--- src/rtl/tl_pkg.sv ---
// Shared phase encoding and default durations for the crosswalk phase scheduler.
package tl_pkg;

  typedef enum logic [2:0] {
    N_GRN    = 3'd0,
    N_YLW    = 3'd1,
    N_CLR    = 3'd2,
    W_GRN    = 3'd3,
    W_YLW    = 3'd4,
    W_CLR    = 3'd5,
    WALK     = 3'd6,
    WALK_CLR = 3'd7
  } phase_t;

  localparam int GRN_SEC_DEF     = 8;
  localparam int MIN_GRN_SEC_DEF = 3;
  localparam int YLW_SEC_DEF     = 3;
  localparam int CLR_SEC_DEF     = 1;
  localparam int WALK_SEC_DEF    = 5;

endpackage

--- src/rtl/phase_timer.sv ---
// Tick-enabled 4-bit duration counter; done flags the tick that completes DUR ticks.
module phase_timer (
  input  logic       clk,
  input  logic       reset,
  input  logic       tick,
  input  logic       clr,
  input  logic [3:0] dur,
  output logic [3:0] cnt,
  output logic       done
);

  always_ff @(posedge clk or posedge reset) begin
    if (reset) begin
      cnt <= 4'd0;
    end else if (clr) begin
      cnt <= 4'd0;
    end else if (tick) begin
      cnt <= cnt + 4'd1;
    end
  end

  assign done = tick && (cnt == dur - 4'd1);

endmodule

--- src/rtl/xwalk_phase_scheduler.sv ---
// Two-way intersection phase FSM with a shared pedestrian walk phase and
// round-robin arbitration between north and west walk requests.
module xwalk_phase_scheduler
  import tl_pkg::*;
#(
  parameter int GRN_SEC     = GRN_SEC_DEF,
  parameter int MIN_GRN_SEC = MIN_GRN_SEC_DEF,
  parameter int YLW_SEC     = YLW_SEC_DEF,
  parameter int CLR_SEC     = CLR_SEC_DEF,
  parameter int WALK_SEC    = WALK_SEC_DEF
) (
  input  logic       clk_50_mhz,
  input  logic       reset,
  input  logic       tick_1hz,
  input  logic       nrth_req,
  input  logic       west_req,
  output logic       grn_nrth,
  output logic       ylw_nrth,
  output logic       red_nrth,
  output logic       grn_west,
  output logic       ylw_west,
  output logic       red_west,
  output logic       walk_nrth,
  output logic       stop_nrth,
  output logic       walk_west,
  output logic       stop_west,
  output logic       pend_nrth,
  output logic       pend_west,
  output logic [2:0] phase
);

  phase_t     state, state_nx, ret_grn;
  logic [3:0] dur, cnt;
  logic       done, clr;
  logic       rr_west, gnt_west, gnt_west_nx;
  logic       pend_any, enter_walk, take_nrth, take_west, walk_n_nx, walk_w_nx;

  always_comb begin
    dur = 4'(CLR_SEC);
    case (state)
      N_GRN, W_GRN: dur = 4'(GRN_SEC);
      N_YLW, W_YLW: dur = 4'(YLW_SEC);
      WALK:         dur = 4'(WALK_SEC);
      default:      dur = 4'(CLR_SEC);
    endcase
  end

  phase_timer u_timer (
    .clk   (clk_50_mhz),
    .reset (reset),
    .tick  (tick_1hz),
    .clr   (clr),
    .dur   (dur),
    .cnt   (cnt),
    .done  (done)
  );

  assign pend_any = pend_nrth | pend_west;

  // A pending request may cut green short once the minimum green has elapsed.
  always_comb begin
    state_nx = state;
    case (state)
      N_GRN:    if (done || (tick_1hz && pend_any && cnt >= 4'(MIN_GRN_SEC - 1))) state_nx = N_YLW;
      N_YLW:    if (done) state_nx = N_CLR;
      N_CLR:    if (done) state_nx = pend_any ? WALK : W_GRN;
      W_GRN:    if (done || (tick_1hz && pend_any && cnt >= 4'(MIN_GRN_SEC - 1))) state_nx = W_YLW;
      W_YLW:    if (done) state_nx = W_CLR;
      W_CLR:    if (done) state_nx = pend_any ? WALK : N_GRN;
      WALK:     if (done) state_nx = WALK_CLR;
      WALK_CLR: if (done) state_nx = ret_grn;
      default:  state_nx = N_GRN;
    endcase
  end

  assign clr         = (state_nx != state);
  assign enter_walk  = (state_nx == WALK) && (state != WALK);
  assign gnt_west_nx = pend_west && (!pend_nrth || rr_west);
  assign take_nrth   = enter_walk && !gnt_west_nx;
  assign take_west   = enter_walk && gnt_west_nx;
  assign walk_n_nx   = (state_nx == WALK) && !(enter_walk ? gnt_west_nx : gnt_west);
  assign walk_w_nx   = (state_nx == WALK) &&  (enter_walk ? gnt_west_nx : gnt_west);

  always_ff @(posedge clk_50_mhz or posedge reset) begin
    if (reset) begin
      state     <= N_GRN;
      ret_grn   <= N_GRN;
      rr_west   <= 1'b0;
      gnt_west  <= 1'b0;
      pend_nrth <= 1'b0;
      pend_west <= 1'b0;
      grn_nrth  <= 1'b1;
      ylw_nrth  <= 1'b0;
      red_nrth  <= 1'b0;
      grn_west  <= 1'b0;
      ylw_west  <= 1'b0;
      red_west  <= 1'b1;
      walk_nrth <= 1'b0;
      stop_nrth <= 1'b1;
      walk_west <= 1'b0;
      stop_west <= 1'b1;
    end else begin
      state <= state_nx;
      if (enter_walk) begin
        gnt_west <= gnt_west_nx;
        ret_grn  <= (state == N_CLR) ? W_GRN : N_GRN;
        if (pend_nrth && pend_west) rr_west <= ~rr_west;
      end
      // Grant clear wins over a same-edge request; own walk blocks re-latching.
      if (take_nrth)                   pend_nrth <= 1'b0;
      else if (nrth_req && !walk_nrth) pend_nrth <= 1'b1;
      if (take_west)                   pend_west <= 1'b0;
      else if (west_req && !walk_west) pend_west <= 1'b1;
      grn_nrth  <= (state_nx == N_GRN);
      ylw_nrth  <= (state_nx == N_YLW);
      red_nrth  <= !((state_nx == N_GRN) || (state_nx == N_YLW));
      grn_west  <= (state_nx == W_GRN);
      ylw_west  <= (state_nx == W_YLW);
      red_west  <= !((state_nx == W_GRN) || (state_nx == W_YLW));
      walk_nrth <= walk_n_nx;
      stop_nrth <= !walk_n_nx;
      walk_west <= walk_w_nx;
      stop_west <= !walk_w_nx;
    end
  end

  assign phase = state;

endmodule

--- config.mk ---
export PLATFORM = sky130hd
export DESIGN_NAME = xwalk_phase_scheduler
export DESIGN_NICKNAME = d
export VERILOG_FILES = /design/src/rtl/tl_pkg.sv /design/src/rtl/phase_timer.sv /design/src/rtl/xwalk_phase_scheduler.sv
export SDC_FILE = /design/constraint.sdc
export NUM_CORES = 1
export LEC_CHECK = 0
export CAP_MARGIN = 10
export CORE_AREA = 2 2 61 49
export DETAILED_ROUTE_END_ITERATION = 10
export DIE_AREA = 0 0 63 51
export GPL_TIMING_DRIVEN = 0
export PLACE_DENSITY = 0.85
export REMOVE_ABC_BUFFERS = 1
export SETUP_SLACK_MARGIN = 0.15
export SLEW_MARGIN = 10
export SYNTH_ARGS = -nofsm -noshare
export SYNTH_HDL_FRONTEND = slang
export SYNTH_SLANG_ARGS = --single-unit
--- constraint.sdc ---
create_clock -name clk_50_mhz -period 2.65 [get_ports clk_50_mhz]
set_input_delay 0.265 -clock clk_50_mhz [delete_from_list [all_inputs] [get_ports clk_50_mhz]]
set_output_delay 0.265 -clock clk_50_mhz [all_outputs]
set_load 0.01 [all_outputs]
; ---- Word level (Yosys, flattened, before mapping)
; Index checks and enable logic that the tools add are counted.
[totals]
input_bits = 5
out_inout_bits = 15
regBits = 24
elab_cells = 89
[classes]
order_cmp = 1
bitwise_logic = 2
mux = 20
eq_ne = 14
n_addsub = 2
reduce_logical = 33
[ops]
columns = cell, count
row1 = $mux W3, 10
row2 = $pmux W3 S8, 1
row3 = $eq A3 B3 Y1 const B, 6
row4 = $logic_and A1 B1 Y1, 12
row5 = $pmux W4 S3, 1
row6 = $eq A3 B2 Y1 const B, 3
row7 = $logic_not A1 Y1, 9
row8 = $mux W4, 2
row9 = $eq A3 B1 Y1 const B, 2
row10 = $logic_not A3 Y1, 2
row11 = $reduce_bool A2 Y1, 3
row12 = $mux W1, 5
row13 = $add A4 B1 Y4 const B, 1
row14 = $eq A4 B4 Y1, 1
row15 = $ge A4 B2 Y1 const B, 1
row16 = $logic_or A1 B1 Y1, 4
row17 = $reduce_or A2 Y1, 2
row18 = $sub A4 B1 Y4 const B, 1
row19 = $ne A3 B3 Y1, 1
row20 = $ne A3 B3 Y1 const B, 1
row21 = $mux W2, 1
row22 = $reduce_and A2 Y1, 1
row23 = $not A1 Y1, 1
row24 = $or A1 B1 Y1, 1

; ---- Logic depth before layout (Yosys ltp)
; Gate-level depths: netlist of the first run.
[logic_depth]
word_depth = 15
ltp_mapped = 9
ltp_nobuf = 8

; ---- Cells and area by module
; From an unflattened synthesis of the first run, not the netlist that was laid out.
[hier_totals]
cells_unflattened = 146
hier_area_um2 = 1356.3
[by_module_without_submodules]
columns = mod, area_per_inst_um2, cells_per_inst, n_inst, seq_area_each_um2
row1 = xwalk_phase_scheduler, 1082.3, 119, 1, 455.4
row2 = phase_timer, 274.0, 27, 1, 100.1

; ---- Worst setup path before layout of the first run
; OpenSTA, ideal clock, no wires.
[synth_timing]
path_type = flip-flop to flip-flop
startpoint = register state[0], in the netlist phase[0]
endpoint = register gnt_west
slack_ns = 0.355
synth_period_minus_slack_ns = 2.295
required_ns = 2.525
stages_incl_launch_ff = 9
setup_time_ns = 0.125
path_buffers = 1
arrival_time_ns = 2.170
path_cell_list = dfrtp_1 -> nand2b_1 -> a2111oi_4 -> a21oi_4 -> o31a_1 -> a211o_1 -> buf_6 -> o211ai_4 -> mux2_4
[synth_between]
elab_chain_cells = 12
word_cells_on_any_way = 28
cone_classes = add/sub (1) / eq/ne (10) / mux (11) / reduce/logical (6)
[synth_lines]
columns = item, line
row1 = start: declaration, xwalk_phase_scheduler.sv:32  ; phase_t state, state_nx, ret_grn;
row2 = start signal: assignment, xwalk_phase_scheduler.sv:103  ; state <= state_nx;
row3 = $eq A3 B3 Y1 (tied with other cells), "xwalk_phase_scheduler.sv:40, xwalk_phase_scheduler.sv:63"
row4 = $reduce_or A2 Y1, xwalk_phase_scheduler.sv:40  ; case (state)
row5 = $pmux W4 S3, xwalk_phase_scheduler.sv:40
row6 = $sub A4 B1 Y4, phase_timer.sv:22  ; assign done = tick && (cnt == dur - 4'd1);
row7 = $eq A4 B4 Y1, phase_timer.sv:22
row8 = $logic_and A1 B1 Y1, phase_timer.sv:22
row9 = $logic_or A1 B1 Y1, "xwalk_phase_scheduler.sv:64, xwalk_phase_scheduler.sv:67"
row10 = "$mux W3, on equally long branches", "xwalk_phase_scheduler.sv:67, xwalk_phase_scheduler.sv:64"
row11 = $pmux W3 S8 (*), xwalk_phase_scheduler.sv:63  ; case (state)
row12 = named net state_nx[2], xwalk_phase_scheduler.sv:32
row13 = $eq A3 B3 Y1 (*), xwalk_phase_scheduler.sv:77  ; assign enter_walk = (state_nx == WALK) && (state != WALK);
row14 = $logic_and A1 B1 Y1 (*), xwalk_phase_scheduler.sv:77
row15 = $mux W1 (*), -
row16 = end signal: assignment, xwalk_phase_scheduler.sv:105  ; gnt_west <= gnt_west_nx;
row17 = end: declaration, xwalk_phase_scheduler.sv:35  ; logic rr_west, gnt_west, gnt_west_nx;
; Mark *: on every way through the listed nets, which the timed path passes. The rest lies on a longest branch.
; A chain may end at the register's enable or synchronous reset.

; ---- Worst setup path in the final report of the first run
[layout_timing]
startpoint = register state[0], in the netlist phase[0]
endpoint = register stop_west
[layout_between]
elab_chain_cells = 14
word_cells_on_any_way = 30
cone_classes = add/sub (1) / eq/ne (10) / mux (11) / reduce/logical (8)
[layout_lines]
columns = item, line
row1 = $eq A3 B3 Y1 (tied with other cells), "xwalk_phase_scheduler.sv:40, xwalk_phase_scheduler.sv:63"
row2 = $reduce_or A2 Y1, xwalk_phase_scheduler.sv:40
row3 = $pmux W4 S3, xwalk_phase_scheduler.sv:40
row4 = $sub A4 B1 Y4, phase_timer.sv:22
row5 = $eq A4 B4 Y1, phase_timer.sv:22
row6 = $logic_and A1 B1 Y1, phase_timer.sv:22
row7 = $logic_or A1 B1 Y1, "xwalk_phase_scheduler.sv:64, xwalk_phase_scheduler.sv:67"
row8 = "$mux W3, on equally long branches", "xwalk_phase_scheduler.sv:67, xwalk_phase_scheduler.sv:64"
row9 = $pmux W3 S8, xwalk_phase_scheduler.sv:63
row10 = $eq A3 B3 Y1, "xwalk_phase_scheduler.sv:77, xwalk_phase_scheduler.sv:82"
row11 = $logic_and A1 B1 Y1, xwalk_phase_scheduler.sv:77
row12 = $mux W1, -
row13 = $logic_and A1 B1 Y1 (*), xwalk_phase_scheduler.sv:82  ; assign walk_w_nx = (state_nx == WALK) && (enter_walk ? gnt_west_nx : gnt_west);
row14 = $logic_not A1 Y1 (*), xwalk_phase_scheduler.sv:123  ; stop_west <= !walk_w_nx;
row15 = end signal: assignment, xwalk_phase_scheduler.sv:123
row16 = end: declaration, xwalk_phase_scheduler.sv:26  ; output logic stop_west,
; Mark *: on every way between the ends. The rest lies on a longest branch, timed or not.

==> results of run 1 <==
[placed cells by master (no fill, tap or decap), types with 2 or more instances in the layout]
cell,Yosys,layout
nand3b_1,2,2
a31oi_1,2,2
mux2i_1,2,2
xnor2_1,2,2
dfrtp_1,18,14
dfrtp_2,0,3
o21ai_0,4,3
and3_1,2,2
o22ai_1,2,2
and2_1,2,2
nor2_1,15,14
nand3_1,3,3
inv_1,6,6
ha_1,2,2
o21ai_1,3,3
nand2b_1,5,4
nand2_1,6,6
buf_4,2,9
xor2_1,3,3
nand2_2,2,2
dfstp_2,4,4
clkbuf_4,0,4
nor3b_1,2,2
o31ai_1,2,2
clkdlybuf4s50_1,0,19
[worst register-to-register path: stages, from the launching register on]
cell	delay [ps]
dfrtp_2	480
buf_4	160
xnor2_1	120
a211o_1	350
a21oi_4	280
o31ai_1	120
o21ai_1	250
a21o_2	260
or3b_1	360
[worst max path at each step]
stage / startpoint / endpoint / slack, ps / cells after the start
detailed placement: tick_1hz / gnt_west$_DFF_PP0_ / -80 / 8
global placement: tick_1hz / gnt_west$_DFF_PP0_ / -3 / 8
global route: phase[0]$_DFF_PP0_ / gnt_west$_DFF_PP0_ / 130 / 8
CTS: phase[2]$_DFF_PP0_ / gnt_west$_DFF_PP0_ / 160 / 7
floorplan: phase[2]$_DFF_PP0_ / gnt_west$_DFF_PP0_ / 190 / 7
finish: phase[0]$_DFF_PP0_ / stop_west$_DFF_PP1_ / 210 / 8
[timing repair]
item                                    CTS  global route
endpoints found under the setup margin   11             7
hold buffers                              0             0
pin swaps                                 0             3
buffers inserted                          2             9
gates resized for setup                   4            10
endpoints found under the hold margin     0             0
[kinds of logic after synthesis]
family	count (synthesis)	share of synthesized area
adder cells (fa/ha/maj)	2	0.0188
multiplexers	3	0.0264
AND/OR/NAND/NOR	50	0.209
flip-flops	22	0.418
AO/OA/AOI/OAI	33	0.228
buffers and inverters	14	0.0537
XOR/XNOR	6	0.0452
[synth_stat cells (3+ instances only)]
library cell | number | area [um^2]
nor2_1 | 15 | 56.3
nand2b_1 | 5 | 31.3
nand3_1 | 3 | 15.0
buf_2 | 3 | 15.0
nand2_1 | 6 | 22.5
dfrtp_1 | 18 | 450
inv_1 | 6 | 22.5
dfstp_2 | 4 | 105
xor2_1 | 3 | 26.3
o21ai_0 | 4 | 20.0
o21ai_1 | 3 | 15.0
[where the power goes]
| group | internal (W) | switching [W] |
|---|---|---|
| Sequential | 0.000467 | 0.000167 |
| Combinational | 0.000586 | 0.000657 |
| Clock | 0.0000838 | 0.0000998 |
[final cells by class]
cell class              instances  area, um^2  area share
clock buffers                   4        36.3      0.0217
inverters                       6        22.5      0.0135
multi-input cells              94         734       0.439
flip-flops and latches         22         563       0.336
well taps                      38        47.5      0.0284
repair buffers                 30         270       0.161
[per-stage QoR]
step                       util  total power (W)  std cells  worst slack [ps]  hold WS, ps
after global placement    0.561          0.00162        179             -2.53          484
after detailed placement  0.561          0.00167        179             -82.9          492
after global routing      0.620          0.00222        194               127          493
after floorplan               -          0.00136        122               186          251
after CTS                 0.582          0.00188        185               159          426
final                     0.620          0.00206        194               213          400
[per-layer routing]
metal / track usage / routed length (um) / up-vias
li1: - / - / 515
met1: 0.249 / 1330 / 524
met2: 0.298 / 1420 / 43
met3: 0.0330 / 175 / 2
met4: 0.0556 / 19 / 0
met5: 0 / 0 / -
==> summary.txt, run 1 <==
Timing
  • RSZ-0062 raised after global routing: false
  • Final Hold Fails: 0
  • Period utilization: 0.920
  • FMAX: 0.410 GHz
  • Least-Margin Pin Slew: 792 ps
  • TNS Setup: 0 ps
  • Fin Clk Skew: 3.37 ps
  • Final setup violation count: 0
  • Min Tclk post-route: 2440 ps
  • Count of final max-slew check failures: 0
  • Relative slew slack: 0.472

Clock network
  • CTS tree: done
  • H-tree lvl count: 1
  • CTS buffer count: 3
  • CTS sink count: 22
  • Clock Path Buffers: 2
  • Clock latency on the worst-skew pair: 300 ps
  • Clock input transition at the sequential cells of the worst setup and hold paths: 120 ps
  • Root Driver: clkbuf_4

Setup path
  • Max incr delay on CP: 480 ps
  • Reg2reg start: phase[0]$_DFF_PP0_
  • Worst R2R End: stop_west$_DFF_PP1_
  • Crit path max-delay family: compound AO/OA/AOI/OAI gates
  • CP max-delay cell: dfrtp_2
  • Crit path kind: register to register
  • WP buf/inv: 1
  • Register-to-register setup slack: 210 ps
  • Reg2Reg Depth: 8
  • Crit. End Element: register
  • WP data arrival: 2680 ps
  • CP required: 2890 ps
  • CP cell instances: buf_4 > xnor2_1 > a211o_1 > a21oi_4 > o31ai_1 > o21ai_1 > a21o_2 > or3b_1
  • CP max FO: 11
  • CP Launch Type: register

Synth
  • Fraction of registers with async set/reset: 1.00
  • Synth Warn #: 0
  • Post-synthesis register bit count: 22
  • Post-synth EDFFs: 0
  • Post-Synthesis Cells: 130
  • Post-synthesis sequential area ratio: 0.418
  • Avg Synthesized Cell Area: 10.2 um^2
  • Library cells used by synthesis: 55
  • Synth Cell Area: 1330 um^2
  • Post-synth top flop: dfrtp_1

GRT
  • Initial antenna violation count: 0
  • Vias in the first global route: 971
  • GRT Util Overall: 0.182
  • First-pass GRT wire length: 4620 um
  • Largest net degree at the start of global routing: 23
  • Total gr overflow: 0

Power and ir drop
  • Pleak: 0.697 nW
  • Pwr dens: 1230 nW/um^2
  • Peak VDD IR: 0.818 mV

Detailed routing
  • Initial DRC Count: 44
  • Pre-antenna DRT Iters: 4
  • Vias/cell: 5.59
  • Vias: 1084
  • Routed len/inst: 15.2 um
  • Routed WL: 2940 um
  • DRC: 0
  • ANT nets after route: 0

Die
  • Core area: 2700 um^2
  • Row cnt: 17
  • Full die area: 3210 um^2
  • Initial cell density of the core: 0.491
  • Die height: 51 um
  • I/O pin count: 20
  • Die W: 63 um

Place
  • Port Buffer Count: 19
  • Placed Area: 1520 um^2
  • GPL Wtd Cong: 0.919
  • DP HPWL: 1800 um

Final layout
  • # diodes: 0
  • Share of layout cells above drive strength 1: 0.256
  • Largest register FFs: 4
  • Area Overhead vs Synth: 26.1%
  • Final Cell Area: 1670 um^2
  • Top reg by flops: u_timer.cnt
  • Final #Nets: 164
  • # fillers: 212

Outcome
  • Status: finished clean

Hold path
  • Worst min path class: input port to asynchronous set/reset pin

Flow run
  • Max-cap violations: 0
Power figures use the tool's default switching activity.
==> inputs of run 2 (changes only) <==
--- a/config.mk
+++ b/config.mk
@@ -6,11 +6,11 @@
 export NUM_CORES = 1
 export LEC_CHECK = 0
 export CAP_MARGIN = 10
-export CORE_AREA = 2 2 61 49
+export CORE_AREA = 2 2 70 55
 export DETAILED_ROUTE_END_ITERATION = 10
-export DIE_AREA = 0 0 63 51
+export DIE_AREA = 0 0 72 57
 export GPL_TIMING_DRIVEN = 0
-export PLACE_DENSITY = 0.85
+export PLACE_DENSITY = 0.7
 export REMOVE_ABC_BUFFERS = 1
 export SETUP_SLACK_MARGIN = 0.15
 export SLEW_MARGIN = 10
==> run 2 against run 1 <==
  * Combinational power increased by 9%
  * Critical path depth increased by 1
  * First-iteration DRC count grew 36%
  * Clock skew is 5.0 ps higher
  * Clock power increased by 66%
  * Critical path type unchanged
  * Largest cell class unchanged
  * Highest routed layer is now met3
==> summary.txt, run 2 (synthesis results as in run 1) <==
Timing
  • Min Tclk post-route: 2430 ps (-11.6 ps)
  • RSZ-0062 raised after global routing: false
  • Final Hold Fails: 0 (unchanged)
  • Final setup violation count: 0 (unchanged)
  • Relative slew slack: 0.464 (-0.00757)
  • Least-Margin Pin Slew: 803 ps (+11.3 ps)
  • Period utilization: 0.915 (-0.00437)
  • FMAX: 0.412 GHz (+0.48%)
  • Count of final max-slew check failures: 0 (unchanged)
  • TNS Setup: 0 ps (unchanged)
  • Final hold slack: 453 ps (+52.6 ps)
  • Fin Clk Skew: 8.36 ps (+4.99 ps)

Power and ir drop
  • Comb power frac: 0.587 (-0.016)
  • Sequential power share: 0.281 (-0.027)
  • Peak VDD IR: 0.587 mV (-28%)
  • Switch share: 0.421 (-0.0274)
  • Sw Pwr: 0.000966 W (+4.6%)
  • Pwr dens: 1310 nW/um^2 (+6.0%)
  • Pleak: 0.731 nW (+4.9%)
  • Int Pwr: 0.00133 W (+17%)
  • Clock power share: 0.133 (+0.044)

Place
  • GPL Wtd Cong: 0.880 (-4.3%)
  • DP HPWL: 1960 um (+9.1%)
  • Port Buffer Count: 19 (unchanged)

GRT
  • Vias in the first global route: 987 (+1.6%)
  • Largest net degree at the start of global routing: 23 (unchanged)
  • Total gr overflow: 0 (unchanged)
  • Initial antenna violation count: 0 (unchanged)
  • First-pass GRT wire length: 4610 um (-0.30%)
  • GRT Util Overall: 0.142 (-0.0402)

Die
  • Die W: 72 um (+14%)
  • Core area: 3490 um^2 (+29%)
  • Die height: 57 um (+12%)
  • Full die area: 4100 um^2 (+28%)
  • I/O pin count: 20 (unchanged)
  • Initial cell density of the core: 0.380 (-0.112)
  • Row cnt: 19 (+2)

Detailed routing
  • ANT nets after route: 0 (unchanged)
  • Met2 WL post-DR: 1550 um (+9.3%)
  • M1 wire length: 1470 um (+10%)
  • Vias/cell: 5.42 (-3.0%)
  • Pre-antenna DRT Iters: 4 (unchanged)
  • DRC: 0 (unchanged)
  • Routed WL: 3120 um (+6.1%)
  • Met3 wire length: 106 um (-39%)
  • Routed len/inst: 15.7 um (+3.4%)
  • Vias: 1079 (-0.46%)
  • Highest metal used: met3
  • Initial DRC Count: 60 (+36%)

Final layout
  • Share of layout cells above drive strength 1: 0.268 (+0.0111)
  • Largest register FFs: 4 (unchanged)
  • # fillers: 332 (+57%)
  • Commonest non-fill, non-tap cell in the layout: clkdlybuf4s50_1
  • Final #Nets: 165 (+0.61%)
  • # diodes: 0 (unchanged)
  • Top reg by flops: u_timer.cnt
  • Most frequent cells in the layout: clkdlybuf4s50_1, dfrtp_1, nor2_1
  • Area Overhead vs Synth: 32.5%

Flow run
  • Max-cap violations: 0 (unchanged)

Setup path
  • CP max FO: 8 (-3)
  • Crit path depth: 9 (+1)
  • Crit path max-delay family: compound AO/OA/AOI/OAI gates
  • WP buf/inv: 2 (+1)
  • Reg2Reg Depth: 9 (+1)
  • Crit. End Element: register
  • CP Launch Type: register
  • CP required: 2810 ps (-80 ps)
  • CP max-delay cell: dfrtp_2
  • Max incr delay on CP: 490 ps (about the same)
  • Register-to-register setup slack: 220 ps (about the same)
  • Reg2reg start: phase[0]$_DFF_PP0_
  • Worst R2R End: walk_nrth$_DFF_PP0_
  • Most frequent CP cell: buf_12
  • Crit path kind: register to register
  • CP cell instances: buf_12 > xnor2_1 > a211o_1 > a21oi_4 > nor2_4 > a211o_4 > buf_12 > and2_4 > and3_1
  • WP data arrival: 2580 ps (-100 ps)

Clock network
  • Root Driver: clkbuf_8
  • CTS tree: done
  • H-tree lvl count: 1 (unchanged)
  • Clock latency on the worst-skew pair: 260 ps (-40 ps)
  • Post-cts hold buffer count: 0 (unchanged)
  • Clock input transition at the sequential cells of the worst setup and hold paths: 80 ps (-40 ps)
  • CTS sink count: 22 (unchanged)
  • CTS buffer count: 3 (unchanged)
  • Clock Path Buffers: 2 (unchanged)

Hold path
  • Worst min path class: input port to asynchronous set/reset pin

Outcome
  • Status: finished clean
==> run 2: cell types whose count changed in the layout (fill, tap and decap cells not counted), sizes merged <==
cell	previous run	this run
buf	10	12
bufinv	0	1
clkbuf	5	3
==> run 2: how the worst max path moves through the flow <==
| stage | from | endpoint | slack [ps] |
|---|---|---|---|
| 5_1_grt | phase[0]$_DFF_PP0_ | stop_west$_DFF_PP1_ | 110 |
| 3_5_place_dp | tick_1hz | gnt_west$_DFF_PP0_ | -80 |
| 4_1_cts | phase[0]$_DFF_PP0_ | gnt_west$_DFF_PP0_ | 160 |
| 3_3_place_gp | tick_1hz | gnt_west$_DFF_PP0_ | -30 |
| 6_report | phase[0]$_DFF_PP0_ | walk_nrth$_DFF_PP0_ | 220 |
| 2_1_floorplan | phase[2]$_DFF_PP0_ | gnt_west$_DFF_PP0_ | 190 |
==> run 2: per-stage QoR <==
stage	util	std cells	instance area (um^2)	setup WS, ps	power (W)
2_1_floorplan	-	122	1280	186	0.00136
5_1_grt	0.503	199	1760	107	0.00245
6_report	0.503	199	1760	224	0.00230
3_5_place_dp	0.435	183	1520	-78.5	0.00168
4_1_cts	0.457	187	1600	163	0.00200
3_3_place_gp	0.435	183	1520	-27.8	0.00164
==> run 2: repair_timing <==
item | in CTS | in global routing
buffers inserted | 0 | 12
pin swaps | 0 | 9
endpoints found under the setup margin | 8 | 3
resized for setup | 4 | 12
==> run 2: per-layer routing <==
metal	global-route usage	up-vias
met5	0	-
met4	0.0431	0
met2	0.226	23
li1	-	519
met3	0.0300	0
met1	0.196	537
==> run 2: worst register-to-register path: cells and delay by family, from the launching register on <==
kind / cells / cell delay (ps)
AOI/OAI and AO/OA: 3 / 1040
DFF: 1 / 490
and+or+nand+nor: 3 / 370
buffers and inverters: 2 / 300
xor gates and xnor gates: 1 / 120
==> run 2: cell type report <==
| type | count | area, um^2 | area share |
|---|---|---|---|
| tap | 42 | 52.6 | 0.0299 |
| inverter | 6 | 22.5 | 0.0128 |
| multi-input combinational | 94 | 746 | 0.424 |
| clock inverter | 1 | 30.0 | 0.0171 |
| clock buffer | 3 | 41.3 | 0.0235 |
| timing repair buffer | 31 | 305 | 0.174 |
| sequential | 22 | 562 | 0.319 |
==> run 2: power groups by stage <==
stage                     combinational (W)  sequential, W  clock (W)
after floorplan                    0.000715       0.000643          0
after global placement             0.000993       0.000646          0
after detailed placement            0.00102       0.000657          0
after CTS                           0.00103       0.000657   0.000311
after global routing                0.00146       0.000663   0.000328
final                               0.00135       0.000645   0.000305
==> inputs of run 3 (changes only) <==
--- a/config.mk
+++ b/config.mk
@@ -5,12 +5,13 @@
 export SDC_FILE = /design/constraint.sdc
 export NUM_CORES = 1
 export LEC_CHECK = 0
-export CAP_MARGIN = 10
-export CORE_AREA = 2 2 70 55
+export CAP_MARGIN = 40
+export CORE_AREA = 2 2 63 50
+export CTS_CLUSTER_DIAMETER = 100
 export DETAILED_ROUTE_END_ITERATION = 10
-export DIE_AREA = 0 0 72 57
+export DIE_AREA = 0 0 65 52
 export GPL_TIMING_DRIVEN = 0
-export PLACE_DENSITY = 0.7
+export PLACE_DENSITY = 0.82
 export REMOVE_ABC_BUFFERS = 1
 export SETUP_SLACK_MARGIN = 0.15
 export SLEW_MARGIN = 10
==> run 3 against run 2 <==
  * Total power is 6.4% lower
  * Sequential share of layout area up 1.4 points
  * Design area fell by 4.3%
  * Clock power grew 4%
  * Via count fell by 1.8%
==> summary.txt, run 3 (synthesis results as in run 1) <==
Setup path
  • CP Launch Type: register
  • CP required: 2810 ps (about the same)
  • WP data arrival: 2610 ps (+30 ps)
  • Crit path kind: register to register
  • CP max FO: 8 (unchanged)
  • Crit. End Element: register

Detailed routing
  • Routed len/inst: 15.7 um (+0.29%)
  • Vias: 1060 (-1.8%)
  • Pre-antenna DRT Iters: 4 (unchanged)
  • Routed WL: 3020 um (-3.2%)
  • ANT nets after route: 0 (unchanged)
  • Initial DRC Count: 47 (-22%)
  • Vias/cell: 5.52 (+1.8%)
  • DRC: 0 (unchanged)

Timing
  • Count of final max-slew check failures: 0 (unchanged)
  • Period utilization: 0.924 (+0.00866)
  • Final setup violation count: 0 (unchanged)
  • Final hold slack: 449 ps (-4.00 ps)
  • Least-Margin Pin Slew: 822 ps (+19.0 ps)
  • Final Hold Fails: 0 (unchanged)
  • Relative slew slack: 0.451 (-0.0127)
  • Min Tclk post-route: 2450 ps (+22.9 ps)
  • Fin Clk Skew: 3.04 ps (-5.32 ps)
  • FMAX: 0.408 GHz (-0.94%)
  • Final worst slack: 202 ps (-22.9 ps)
  • RSZ-0062 raised after global routing: false

Place
  • Port Buffer Count: 19 (unchanged)
  • Pre-CTS WS: -40.6 ps (+37.9 ps)
  • Dpl cells: 179 (-2.2%)
  • DP HPWL: 1870 um (-4.5%)
  • GPL Wtd Cong: 0.931 (+5.9%)

Power and ir drop
  • Peak VDD IR: 0.759 mV (+29%)
  • Int Pwr: 0.00123 W (-7.6%)
  • Comb power frac: 0.557 (-0.030)
  • Pwr dens: 1280 nW/um^2 (-2.2%)
  • Power, Total: 0.00215 W (-6.4%)
  • Switch share: 0.428 (+0.00709)
  • Sw Pwr: 0.000920 W (-4.9%)
  • Pleak: 0.699 nW (-4.4%)
  • Sequential power share: 0.295 (+0.014)
  • Clock power share: 0.148 (+0.015)

Die
  • Initial cell density of the core: 0.476 (+0.0965)
  • Die W: 65 um (-9.7%)
  • I/O pin count: 20 (unchanged)
  • Full die area: 3380 um^2 (-18%)
  • Core area: 2790 um^2 (-20%)
  • Die height: 52 um (-8.8%)
  • Row cnt: 17 (-2)

Final layout
  • Multi-input logic area: 722 um^2 (-3.2%)
  • Share of layout cells above drive strength 1: 0.221 (-0.0467)
  • Most frequent cells in the layout: clkdlybuf4s50_1, nor2_1, dfrtp_1
  • Seq. cell area: 562 um^2 (unchanged)
  • # fillers: 215 (-35%)
  • Post-layout util: 0.604 (+0.101)
  • Area Overhead vs Synth: 26.8%
  • Largest register FFs: 4 (unchanged)
  • Commonest non-fill, non-tap cell in the layout: clkdlybuf4s50_1
  • # diodes: 0 (unchanged)
  • Final #Nets: 162 (-1.8%)
  • Final std cells w/o fill: 192 (-3.5%)
  • Top reg by flops: u_timer.cnt

Clock network
  • Clock latency on the worst-skew pair: 270 ps (about the same)
  • Clock input transition at the sequential cells of the worst setup and hold paths: 80 ps (about the same)
  • CTS tree: done
  • Clock Path Buffers: 2 (unchanged)
  • Root Driver: clkbuf_8
  • CTS buffer count: 3 (unchanged)
  • CTS sink count: 22 (unchanged)
  • H-tree lvl count: 1 (unchanged)
  • Post-cts hold buffer count: 0 (unchanged)

GRT
  • First-pass GRT wire length: 4620 um (+0.30%)
  • Vias in the first global route: 965 (-2.2%)
  • Initial antenna violation count: 0 (unchanged)
  • GRT Util Overall: 0.182 (+0.0401)
  • Total gr overflow: 0 (unchanged)
  • Largest net degree at the start of global routing: 23 (unchanged)

Outcome
  • Status: finished clean

Hold path
  • Worst min path class: input port to asynchronous set/reset pin

Flow run
  • Max-cap violations: 0 (unchanged)
run 3: final timing paths:
kind	from	endpoint	slack (ps)	cells after the start
worst max register to register	phase[0]$_DFF_PP0_	gnt_west$_DFF_PP0_	200	9
min in group clk_50_mhz	rr_west$_DFFE_PP0P_	rr_west$_DFFE_PP0P_	520	1
worst min register to register	rr_west$_DFFE_PP0P_	rr_west$_DFFE_PP0P_	520	1
worst min-delay path	reset	grn_west$_DFF_PP0_	450	2
worst max-delay path	phase[0]$_DFF_PP0_	gnt_west$_DFF_PP0_	200	9
max in group asynchronous	reset	phase[2]$_DFF_PP0_	1600	2
run 3: layout make-up:
class / instances / share of cell area
multi-input cells: 94 / 0.429
flip-flops and latches: 22 / 0.334
repair buffers: 28 / 0.153
well taps: 38 / 0.0283
clock buffers: 3 / 0.0245
clock inverters: 1 / 0.0178
inverters: 6 / 0.0134
run 3: repair_timing:
item,CTS,global route
resized for setup,4,6
pin swaps,0,1
setup endpoints to repair,7,5
setup buffers,0,9
run 3: worst max-delay path: stages (launching register included):
cell and delay (ps):
dfrtp_2 470, buf_4 160, buf_4 130, nand3b_1 110, o21ai_1 120, xor2_2 200, o21ai_1 410, a21oi_2 160
o211ai_4 250, mux2_4 330
run 3: power by group through the flow:
stage          combinational (W)  sequential [W]  clock [W]
6_report                 0.00120        0.000635   0.000318
5_1_grt                  0.00131        0.000656   0.000335
4_1_cts                  0.00103        0.000654   0.000319
3_5_place_dp             0.00102        0.000657          0
3_3_place_gp            0.000985        0.000645          0
2_1_floorplan           0.000715        0.000643          0
run 3: per-layer routing:
| layer | GRT usage | wire (um) |
|---|---|---|
| met1 | 0.245 | 1330 |
| met2 | 0.287 | 1510 |
| met3 | 0.0260 | 113 |
| met4 | 0.0957 | 64 |
| met5 | 0 | 0 |
run 3: stage by stage:
step,area [um^2],TNS [ps]
after floorplan,1280,0
after global placement,1520,-7.52
after detailed placement,1520,-40.6
after CTS,1590,0
after global routing,1680,0
final,1680,0
